**config.mk**
```make
export PLATFORM = sky130hd
export DESIGN_NAME = mmio_bus_controller
export DESIGN_NICKNAME = d
export VERILOG_FILES = /design/src/rtl/mmio_pkg.sv /design/src/rtl/mmio_bus_controller_creg.sv /design/src/rtl/mmio_bus_controller.sv
export SDC_FILE = /design/constraint.sdc
export NUM_CORES = 1
export LEC_CHECK = 0
export CORE_UTILIZATION = 46
export DETAILED_ROUTE_END_ITERATION = 10
export HOLD_SLACK_MARGIN = 0.02
export PLACE_DENSITY_LB_ADDON = 0.3
export REMOVE_ABC_BUFFERS = 1
export SKIP_LAST_GASP = 1
export SLEW_MARGIN = 20
export SYNTH_ARGS = -nofsm -noshare
export SYNTH_HDL_FRONTEND = slang
export SYNTH_HIERARCHICAL = 1
export SYNTH_SLANG_ARGS = --single-unit
```
**constraint.sdc**
```tcl
create_clock -name clk -period 2.8 [get_ports clk]
set_input_delay 0.84 -clock clk [delete_from_list [all_inputs] [get_ports clk]]
set_output_delay 0.84 -clock clk [all_outputs]
set_load 0.02 [all_outputs]
```
**src/rtl/mmio_pkg.sv**
```systemverilog
// Shared types, defaults and the address decoder for the MMIO bus controller.
// The optional SHADOW_COMMIT_EN macro is consumed by mmio_creg_bank.
package mmio_pkg;

    typedef enum logic [1:0] {
        ST_IDLE   = 2'd0,
        ST_ACCESS = 2'd1,
        ST_WAIT   = 2'd2,
        ST_RESP   = 2'd3
    } state_e;

    localparam int ADDR_W_DEF  = 16;
    localparam int DATA_W_DEF  = 16;
    localparam int STATUS_IDX  = 0;
    localparam int DEC_AW      = 32;
    localparam int MAX_REGIONS = 8;

    typedef struct packed {
        logic       hit_region;
        logic [2:0] region_idx;
        logic       hit_creg;
        logic [3:0] creg_idx;
    } dec_t;

    // Bases are ascending, so the owning region is the highest base not above addr.
    function automatic dec_t mmio_decode(
        input logic [DEC_AW-1:0]             addr,
        input logic [MAX_REGIONS*DEC_AW-1:0] bases,
        input int                            num_regions,
        input logic [DEC_AW-1:0]             creg_base,
        input int                            num_cregs
    );
        dec_t              d;
        logic [DEC_AW-1:0] off;
        d   = '0;
        off = addr - creg_base;
        if ((addr >= bases[DEC_AW-1:0]) && (addr < creg_base)) begin
            d.hit_region = 1'b1;
            for (int i = 1; i < MAX_REGIONS; i++) begin
                if ((i < num_regions) && (addr >= bases[i*DEC_AW +: DEC_AW])) begin
                    d.region_idx = 3'(i);
                end
            end
        end else if ((addr >= creg_base) && (off < DEC_AW'(num_cregs))) begin
            d.hit_creg = 1'b1;
            d.creg_idx = off[3:0];
        end else begin
            d = '0;
        end
        return d;
    endfunction

endpackage

```
**src/rtl/mmio_bus_controller_creg.sv**
```systemverilog
// Control-register bank: read-only status reg 0, writable cregs 1..N-1.
// With SHADOW_COMMIT_EN, writes land in shadows committed on vbright falling edge.
module mmio_creg_bank
    import mmio_pkg::*;
#(
    parameter int DATA_W    = DATA_W_DEF,
    parameter int NUM_CREGS = 4
) (
    input  logic                              clk,
    input  logic                              rst,
    input  logic                              i_we,
    input  logic [3:0]                        i_idx,
    input  logic [DATA_W-1:0]                 i_wdata,
    input  logic                              hbright,
    input  logic                              vbright,
    output logic [DATA_W-1:0]                 o_rdata,
    output logic [(NUM_CREGS-1)*DATA_W-1:0]   o_creg_out
);

    logic [1:0]        r_status;
    logic [DATA_W-1:0] r_live [1:NUM_CREGS-1];

    always_ff @(posedge clk or posedge rst) begin
        if (rst) begin
            r_status <= 2'b00;
        end else begin
            r_status <= {hbright, vbright};
        end
    end

`ifdef SHADOW_COMMIT_EN
    logic [DATA_W-1:0] r_shadow [1:NUM_CREGS-1];
    logic              r_vb_d;
    logic              r_commit;

    // A same-cycle write overrides the commit so the newest value goes live.
    always_ff @(posedge clk or posedge rst) begin
        if (rst) begin
            r_vb_d   <= 1'b0;
            r_commit <= 1'b0;
            for (int k = 1; k < NUM_CREGS; k++) begin
                r_shadow[k] <= '0;
                r_live[k]   <= '0;
            end
        end else begin
            r_vb_d   <= vbright;
            r_commit <= r_vb_d & ~vbright;
            for (int k = 1; k < NUM_CREGS; k++) begin
                if (r_commit) begin
                    r_live[k] <= r_shadow[k];
                end
                if (i_we && (i_idx == 4'(k))) begin
                    r_shadow[k] <= i_wdata;
                    if (r_commit) begin
                        r_live[k] <= i_wdata;
                    end
                end
            end
        end
    end

    always_comb begin
        o_rdata = '0;
        if (i_idx == 4'(STATUS_IDX)) begin
            o_rdata = DATA_W'(r_status);
        end else begin
            for (int k = 1; k < NUM_CREGS; k++) begin
                o_rdata = (i_idx == 4'(k)) ? r_shadow[k] : o_rdata;
            end
        end
    end
`else
    always_ff @(posedge clk or posedge rst) begin
        if (rst) begin
            for (int k = 1; k < NUM_CREGS; k++) begin
                r_live[k] <= '0;
            end
        end else begin
            for (int k = 1; k < NUM_CREGS; k++) begin
                if (i_we && (i_idx == 4'(k))) begin
                    r_live[k] <= i_wdata;
                end
            end
        end
    end

    always_comb begin
        o_rdata = '0;
        if (i_idx == 4'(STATUS_IDX)) begin
            o_rdata = DATA_W'(r_status);
        end else begin
            for (int k = 1; k < NUM_CREGS; k++) begin
                o_rdata = (i_idx == 4'(k)) ? r_live[k] : o_rdata;
            end
        end
    end
`endif

    for (genvar g = 1; g < NUM_CREGS; g++) begin : g_out
        assign o_creg_out[(g-1)*DATA_W +: DATA_W] = r_live[g];
    end

endmodule

```
**src/rtl/mmio_bus_controller.sv**
```systemverilog
// Memory-map controller: decodes CPU requests to RAM regions or cregs, inserts
// per-region wait states, returns ack/rdata. Optional feature macro: SHADOW_COMMIT_EN.
module mmio_bus_controller
    import mmio_pkg::*;
#(
    parameter int                           ADDR_W      = ADDR_W_DEF,
    parameter int                           DATA_W      = DATA_W_DEF,
    parameter int                           NUM_REGIONS = 4,
    parameter logic [NUM_REGIONS*ADDR_W-1:0] REGION_BASE = {16'h4400, 16'h2400, 16'h2000, 16'h0000},
    parameter logic [NUM_REGIONS*4-1:0]     REGION_WAIT = {4'd0, 4'd0, 4'd0, 4'd0},
    parameter logic [ADDR_W-1:0]            CREG_BASE   = 16'h4800,
    parameter int                           NUM_CREGS   = 4
) (
    input  logic                              clk,
    input  logic                              rst,
    input  logic                              req,
    input  logic                              we,
    input  logic [ADDR_W-1:0]                 addr,
    input  logic [DATA_W-1:0]                 wdata,
    output logic                              ack,
    output logic [DATA_W-1:0]                 rdata,
    output logic                              err,
    output logic                              busy,
    output logic [NUM_REGIONS-1:0]            region_en,
    output logic                              region_we,
    output logic [ADDR_W-1:0]                 region_addr,
    output logic [DATA_W-1:0]                 region_wdata,
    input  logic [NUM_REGIONS*DATA_W-1:0]     region_rdata,
    input  logic                              hbright,
    input  logic                              vbright,
    output logic [(NUM_CREGS-1)*DATA_W-1:0]   creg_out
);

    state_e                        r_state;
    logic                          r_we;
    logic                          r_hit_region;
    logic                          r_hit_creg;
    logic [2:0]                    r_region_idx;
    logic [3:0]                    r_creg_idx;
    logic [3:0]                    r_wait_cnt;
    logic                          r_ack;
    logic                          r_err;
    logic                          r_busy;
    logic                          r_ram_resp;
    logic [DATA_W-1:0]             r_rdata;
    logic [NUM_REGIONS-1:0]        r_region_en;
    logic                          r_region_we;
    logic [ADDR_W-1:0]             r_region_addr;
    logic [DATA_W-1:0]             r_region_wdata;

    logic [MAX_REGIONS*DEC_AW-1:0] w_bases_ext;
    dec_t                          w_dec;
    logic [ADDR_W-1:0]             w_base_sel;
    logic [3:0]                    w_wait_sel;
    logic [DATA_W-1:0]             w_ram_rdata;
    logic [DATA_W-1:0]             w_creg_rdata;
    logic                          w_creg_we;

    for (genvar g = 0; g < MAX_REGIONS; g++) begin : g_base
        if (g < NUM_REGIONS) begin : g_used
            assign w_bases_ext[g*DEC_AW +: DEC_AW] = DEC_AW'(REGION_BASE[g*ADDR_W +: ADDR_W]);
        end else begin : g_unused
            assign w_bases_ext[g*DEC_AW +: DEC_AW] = {DEC_AW{1'b1}};
        end
    end

    assign w_dec = mmio_decode(DEC_AW'(addr), w_bases_ext, NUM_REGIONS,
                               DEC_AW'(CREG_BASE), NUM_CREGS);

    // Per-region base (incoming request), wait count and read data (latched target).
    always_comb begin
        w_base_sel  = '0;
        w_wait_sel  = 4'd0;
        w_ram_rdata = '0;
        for (int i = 0; i < NUM_REGIONS; i++) begin
            w_base_sel  = (w_dec.region_idx == 3'(i)) ? REGION_BASE[i*ADDR_W +: ADDR_W] : w_base_sel;
            w_wait_sel  = (r_region_idx == 3'(i)) ? REGION_WAIT[i*4 +: 4] : w_wait_sel;
            w_ram_rdata = (r_region_idx == 3'(i)) ? region_rdata[i*DATA_W +: DATA_W] : w_ram_rdata;
        end
    end

    assign w_creg_we = (r_state == ST_RESP) && r_hit_creg && r_we;

    mmio_creg_bank #(
        .DATA_W    (DATA_W),
        .NUM_CREGS (NUM_CREGS)
    ) u_creg_bank (
        .clk        (clk),
        .rst        (rst),
        .i_we       (w_creg_we),
        .i_idx      (r_creg_idx),
        .i_wdata    (r_region_wdata),
        .hbright    (hbright),
        .vbright    (vbright),
        .o_rdata    (w_creg_rdata),
        .o_creg_out (creg_out)
    );

    // Access sequencer: IDLE -> ACCESS -> [WAIT] -> RESP -> IDLE.
    always_ff @(posedge clk or posedge rst) begin
        if (rst) begin
            r_state        <= ST_IDLE;
            r_we           <= 1'b0;
            r_hit_region   <= 1'b0;
            r_hit_creg     <= 1'b0;
            r_region_idx   <= 3'd0;
            r_creg_idx     <= 4'd0;
            r_wait_cnt     <= 4'd0;
            r_ack          <= 1'b0;
            r_err          <= 1'b0;
            r_busy         <= 1'b0;
            r_ram_resp     <= 1'b0;
            r_rdata        <= '0;
            r_region_en    <= '0;
            r_region_we    <= 1'b0;
            r_region_addr  <= '0;
            r_region_wdata <= '0;
        end else begin
            case (r_state)
                ST_IDLE: begin
                    if (req) begin
                        r_we           <= we;
                        r_hit_region   <= w_dec.hit_region;
                        r_region_idx   <= w_dec.region_idx;
                        r_hit_creg     <= w_dec.hit_creg;
                        r_creg_idx     <= w_dec.creg_idx;
                        r_region_wdata <= wdata;
                        r_busy         <= 1'b1;
                        r_state        <= ST_ACCESS;
                        if (w_dec.hit_region) begin
                            r_region_en   <= NUM_REGIONS'(1) << w_dec.region_idx;
                            r_region_we   <= we;
                            r_region_addr <= addr - w_base_sel;
                        end
                    end
                end
                ST_ACCESS: begin
                    r_region_en <= '0;
                    r_region_we <= 1'b0;
                    if (r_hit_region && (w_wait_sel != 4'd0)) begin
                        r_wait_cnt <= w_wait_sel;
                        r_state    <= ST_WAIT;
                    end else begin
                        r_ack      <= 1'b1;
                        r_err      <= ~r_hit_region & ~r_hit_creg;
                        r_ram_resp <= r_hit_region;
                        r_rdata    <= r_hit_creg ? w_creg_rdata : '0;
                        r_state    <= ST_RESP;
                    end
                end
                ST_WAIT: begin
                    if (r_wait_cnt <= 4'd1) begin
                        r_ack      <= 1'b1;
                        r_err      <= 1'b0;
                        r_ram_resp <= 1'b1;
                        r_state    <= ST_RESP;
                    end else begin
                        r_wait_cnt <= r_wait_cnt - 4'd1;
                    end
                end
                ST_RESP: begin
                    r_ack      <= 1'b0;
                    r_err      <= 1'b0;
                    r_ram_resp <= 1'b0;
                    r_rdata    <= '0;
                    r_busy     <= 1'b0;
                    r_state    <= ST_IDLE;
                end
                default: begin
                    r_ack       <= 1'b0;
                    r_busy      <= 1'b0;
                    r_region_en <= '0;
                    r_region_we <= 1'b0;
                    r_state     <= ST_IDLE;
                end
            endcase
        end
    end

    // Sync RAM data only exists during RESP, so RAM reads bypass the rdata register.
    assign rdata        = r_ram_resp ? w_ram_rdata : r_rdata;
    assign ack          = r_ack;
    assign err          = r_err;
    assign busy         = r_busy;
    assign region_en    = r_region_en;
    assign region_we    = r_region_we;
    assign region_addr  = r_region_addr;
    assign region_wdata = r_region_wdata;

endmodule
```
# Yosys cells after proc, flatten, opt, wreduce, memory -nomap -nowiden
# Cells that the tools add are included.
# word_totals
reg_bits,123
wordCells,108
output_inout_bits,104
input_bits,102
# classes
addsub,3
bitwise_logic,4
n_reduce_logical,21
mux,36
shifts,1
eq_ne,15
n_lt_le_gt_ge,8
# ops
cell,n
$mux 16,10
$ge 16x14->1 const B,2
$ge 16x15->1 const B,2
$lt 32x3->1 const B,1
$pmux 16 s2,1
$mux 14,2
$sub 16x15->17 const B,1
$ge 16x1->1 const B,1
$lt 16x15->1 const B,1
$sub 16x15->16,1
$mux 15,1
$eq 3x2->1 const B,4
$mux 4,3
$mux 5,2
$reduce_and 2->1,5
$pmux 1 s3,3
$eq 4x2->1 const B,2
$mux 2,4
$pmux 2 s4,1
$pmux 4 s2,1
$logic_and 1x1->1,7
$eq 3x1->1 const B,2
$mux 1,6
$ne 2x2->1 const B,3
other kinds (15),22

# Longest topological paths before layout
# depth
depth_word,10
depth_mapped,12
ltp_nobuf,12

# By module
# The synthesis kept the hierarchy.
# by_module_without_submodules
module,cells_per_inst,seq_area_each_um2,area_each_um2,instances
mmio_bus_controller,304,1801.7,3769.9,1
mmio_creg_bank,163,1251.2,2317.2,1

# Worst setup path after synthesis
# Ideal clock, no wire load.
# synth_path
path_type,in2reg
from,input addr[11]
to,"register r_region_addr[15], in the netlist region_addr[15]"
required_time_ns,2.679
setup_ns,0.121
path_slack_ns,0.071
arrival_time_ns,2.608
cell_stages,12
path_buffers,0
path_cell_list,inv_1 -> ha_1 -> nor2b_1 -> a22oi_1 -> nor2_1 -> inv_1 -> ha_1 -> inv_1 -> ha_1 -> a21boi_0 -> o21ai_0 -> a22o_1
# synth_between
elab_chain_len,10
word_cells_on_any_way,18
cone_classes,add/sub: 1; order compare: 5; eq/ne: 3; mux: 7; reduce/logical: 2
# synth_rtl
element,line,source
start: declaration,mmio_bus_controller.sv:18,"input logic [ADDR_W-1:0] addr,"
$ge 16x14->1,mmio_pkg.sv:40,if ((i < num_regions) && (addr >= bases[i*DEC_AW +: DEC_AW])) begin
$mux 1,mmio_pkg.sv:40,
$mux 2 (2 in series),mmio_pkg.sv:40,
$mux 4,mmio_pkg.sv:37,if ((addr >= bases[DEC_AW-1:0]) && (addr < creg_base)) begin
$eq 3x1->1,mmio_bus_controller.sv:76,w_base_sel = (w_dec.region_idx == 3'(i)) ? REGION_BASE[i*ADDR_W +: ADDR_W] : w_base_sel;
$mux 14 (2 in series),mmio_bus_controller.sv:76,
$mux 15,mmio_bus_controller.sv:76,
$sub 16x15->16,mmio_bus_controller.sv:133,r_region_addr <= addr - w_base_sel;
end signal: assignment,mmio_bus_controller.sv:133,
end: declaration,mmio_bus_controller.sv:48,logic [ADDR_W-1:0] r_region_addr;
# Parallel ways exist; a longest one is shown, timed or not.
# A chain may end at the register's enable or synchronous reset.

# Worst setup path after layout
# layout_path
from,input region_rdata[55]
to,output rdata[7]
# layout_between
elab_chain_len,2
# layout_rtl
element,line,source
start: declaration,mmio_bus_controller.sv:28,"input logic [NUM_REGIONS*DATA_W-1:0] region_rdata,"
$mux 16,mmio_bus_controller.sv:78,w_ram_rdata = (r_region_idx == 3'(i)) ? region_rdata[i*DATA_W +: DATA_W] : w_ram_rdata;
$mux 16,mmio_bus_controller.sv:181,assign rdata = r_ram_resp ? w_ram_rdata : r_rdata;
end: declaration,mmio_bus_controller.sv:21,"output logic [DATA_W-1:0] rdata,"
# No other way between the ends.

==> out/qor.yml <==
clock_network:
  cts_inserted_buffers: 17
  clkTransAtPathRegs_ns: 0.05
  cts.sinks: 122
  tritoncts: "built"
  cts_buffer_depth: 2
  cts_root_buffer: "clkbuf_16"
  postCtsSetupBuffers: 0
  worstSkewPairLatency_ns: 0.41
  h-tree-depth: 4
global_routing:
  antenna_found_initial: 0
  grt.overflow.total: 0
  grt_pass1_vias: 4732
  grt_pass1_wl_um: 25240
  grt_max_degree: 51
  grtUsageTotal_pct: 24.96
worst_setup_path:
  cp_max_fo: 1
  crit_path_end_kind: "output port"
  path_class: "in2out"
  start_kind: "input pin"
  crit_arrival_ns: 1.96
  worst_ep_required_time_ns: 1.96
synth:
  synth_warnings: 6
  synth_ff_type: "dfrtp_1"
  synth-seq-cells: 122
  netlist_area_um2: 6087
  synth-edff-count: 0
  syn_avg_cell_area_um2: 13.03
  yosysSeqAreaShare_pct: 50.15
  synthArstFlopShare_pct: 100.0
  synthCells: 467
  synthDistinctLibCells: 51
power_and_ir_drop:
  p_total_w: 0.006953
  switching_power_w: 0.002200
  switching_share_pct: 31.64
  power_density_nw_per_um2: 771.2
  pwr-share-clk_pct: 30.3
  p_int_w: 0.004753
  leakagePower_nw: 4.211
  seqPwrFrac_pct: 33.7
  pwr-share-comb_pct: 35.9
  ir_drop_mv: 0.4277
timing:
  hold_violations: 0
  min_period_over_period_pct: 100.1
  setup_ws_ns: -0.003460
  fin_worst_skew_ns: 0.01043
  setup_viol: 1
  maxSlewHeadroom_pct: 35.75
  min_period_ns: 2.803
  maxSlewViolCount: 0
  rsz0062_at_grt: "true"
  worstMarginPinSlew_ns: 0.9602
  fmaxAchievable_mhz: 356.7
floorplan:
  fp.dieH_um: 117.0
  die_area_um2: 13700
  die_x_um: 117.0
  ios: 206
  core-area_um2: 12770
  start_util_pct: 47.65
  rows: 41
drt:
  ant_nets: 0
  drt_pass1_iterations: 4
  viasPerCell: 5.295
  wl_per_cell_um: 18.49
  num_vias: 4649
  drt_iter0_drc: 177
  drc: 0
  wirelength_um: 16230
finish:
  seq_area_um2: 3053
  final_net_count: 811
  mostFrequentLayoutCells: "dfrtp_1, clkdlybuf4s50_1, mux2_2"
  drive_gt1_share_pct: 29.89
  multiInputGateArea_um2: 2845
  syn2layout_area_growth_pct: 48.10
  diodes: 0
  utilization_pct: 70.58
  fill_cells: 930
run_status:
  violations: "negative setup slack"
  status: "finished, violations left"
place:
  place_hpwl_um: 11500
  io_buffers: 205
  gp_congestion: 0.8131
min_path:
  hold_class: "reg2reg"
flow_run:
  drv_cap: 0
[area by class of cell]
type                       count  share of cell area, %
clock buffer                  22                  5.260
clock inverter                 8                  1.055
inverter                      14                 0.5968
multi-input combinational    304                  31.56
sequential                   122                  33.87
tap                          172                  2.387
timing repair buffer         236                  25.27
[state kept, by name (all words and copies together) (netlist names), 4 cells and up]
register / cells
r_rdata: 16
u_creg_bank/o_creg_out: 48
region_wdata: 16
region_en: 4
r_creg_idx: 4
region_addr: 16
r_wait_cnt: 4
[power by group through the flow]
stage / logic, W / registers [W] / clock network [W]
floorplan: 0.000957 / 0.00270 / 0
global placement: 0.00240 / 0.00234 / 0
detailed placement: 0.00245 / 0.00237 / 0
CTS: 0.00252 / 0.00235 / 0.00214
global route: 0.00269 / 0.00239 / 0.00223
finish: 0.00250 / 0.00234 / 0.00211
[per-stage QoR]
step	std cells	setup WS (ns)	hold WS [ns]	area (um2)	setup TNS [ns]
floorplan	440	0.06294	0.4662	5902	0
global placement	848	-0.5745	0.4588	8453	-10.25
detailed placement	848	-0.6055	0.4666	8453	-10.73
CTS	878	-0.01805	0.4788	8997	-0.01805
global route	878	-0.02866	0.4942	9015	-0.3325
finish	878	-0.003460	0.4791	9015	-0.003460
[cells in the mapped netlist (7+ instances only)]
| library cell | n | area [um2] |
|---|---|---|
| a22o_1 | 21 | 183.9 |
| a22oi_1 | 15 | 112.6 |
| buf_2 | 9 | 45.04 |
| clkbuf_1 | 8 | 30.03 |
| dfrtp_1 | 122 | 3053 |
| ha_1 | 14 | 175.2 |
| inv_1 | 14 | 52.55 |
| mux2_2 | 89 | 1002 |
| mux2_4 | 9 | 135.1 |
| mux4_1 | 7 | 183.9 |
| mux4_2 | 11 | 247.7 |
| nand2_1 | 48 | 180.2 |
| nor2_1 | 24 | 90.09 |
| o21ai_0 | 9 | 45.04 |
[worst max-delay path, cell delays in order]
cell,delay (ns)
dlygate4sd2_1,0.24
mux4_2,0.48
mux2_4,0.28
buf_6,0.13
[final timing paths]
check	start	end	slack (ns)	cells after the start
max	region_rdata[55]	rdata[7]	-0.003	4
max reg2reg	r_state[1]$_DFFE_PP0P_	u_creg_bank/o_creg_out[37]$_DFFE_PP0P_	0.54	4
min reg2reg	region_addr[9]$_DFFE_PP0P_	region_addr[9]$_DFFE_PP0P_	0.48	2
min in group asynchronous	rst	region_wdata[4]$_DFFE_PP0P_	0.82	2
min	region_addr[9]$_DFFE_PP0P_	region_addr[9]$_DFFE_PP0P_	0.48	2
max in group asynchronous	rst	r_rdata[11]$_DFFE_PP0P_	1.37	3
[kinds of logic (layout without fill, tap and decap cells)]
kind of cell / Yosys count / in the layout / synth area share [%]
DFF: 122 / 122 / 50.15
AOI/OAI and AO/OA: 66 / 66 / 8.263
and+or+nand+nor: 100 / 100 / 7.852
buffers and inverters: 41 / 280 / 3.905
xor gates and xnor gates: 7 / 7 / 1.007
adders and majority gates: 14 / 14 / 2.878
muxes: 117 / 117 / 25.94
[timing repair]
item | CTS | global route
hold buffers | 0 | 0
hold endpoints to repair | 0 | 0
setup endpoints to repair | 19 | 18
pin swaps | 1 | 2
resized for setup | 186 | 5
[metal layers]
| metal | vias to the layer above | routed length (um) | track usage, % |
|---|---|---|---|
| li1 | 2162 | - | - |
| met1 | 2291 | 7068 | 32.91 |
| met2 | 170 | 7784 | 39.92 |
| met3 | 26 | 995 | 5.561 |
| met4 | 0 | 384 | 10.72 |
| met5 | - | 0 | 0 |
Power figures use the tool's default switching activity.
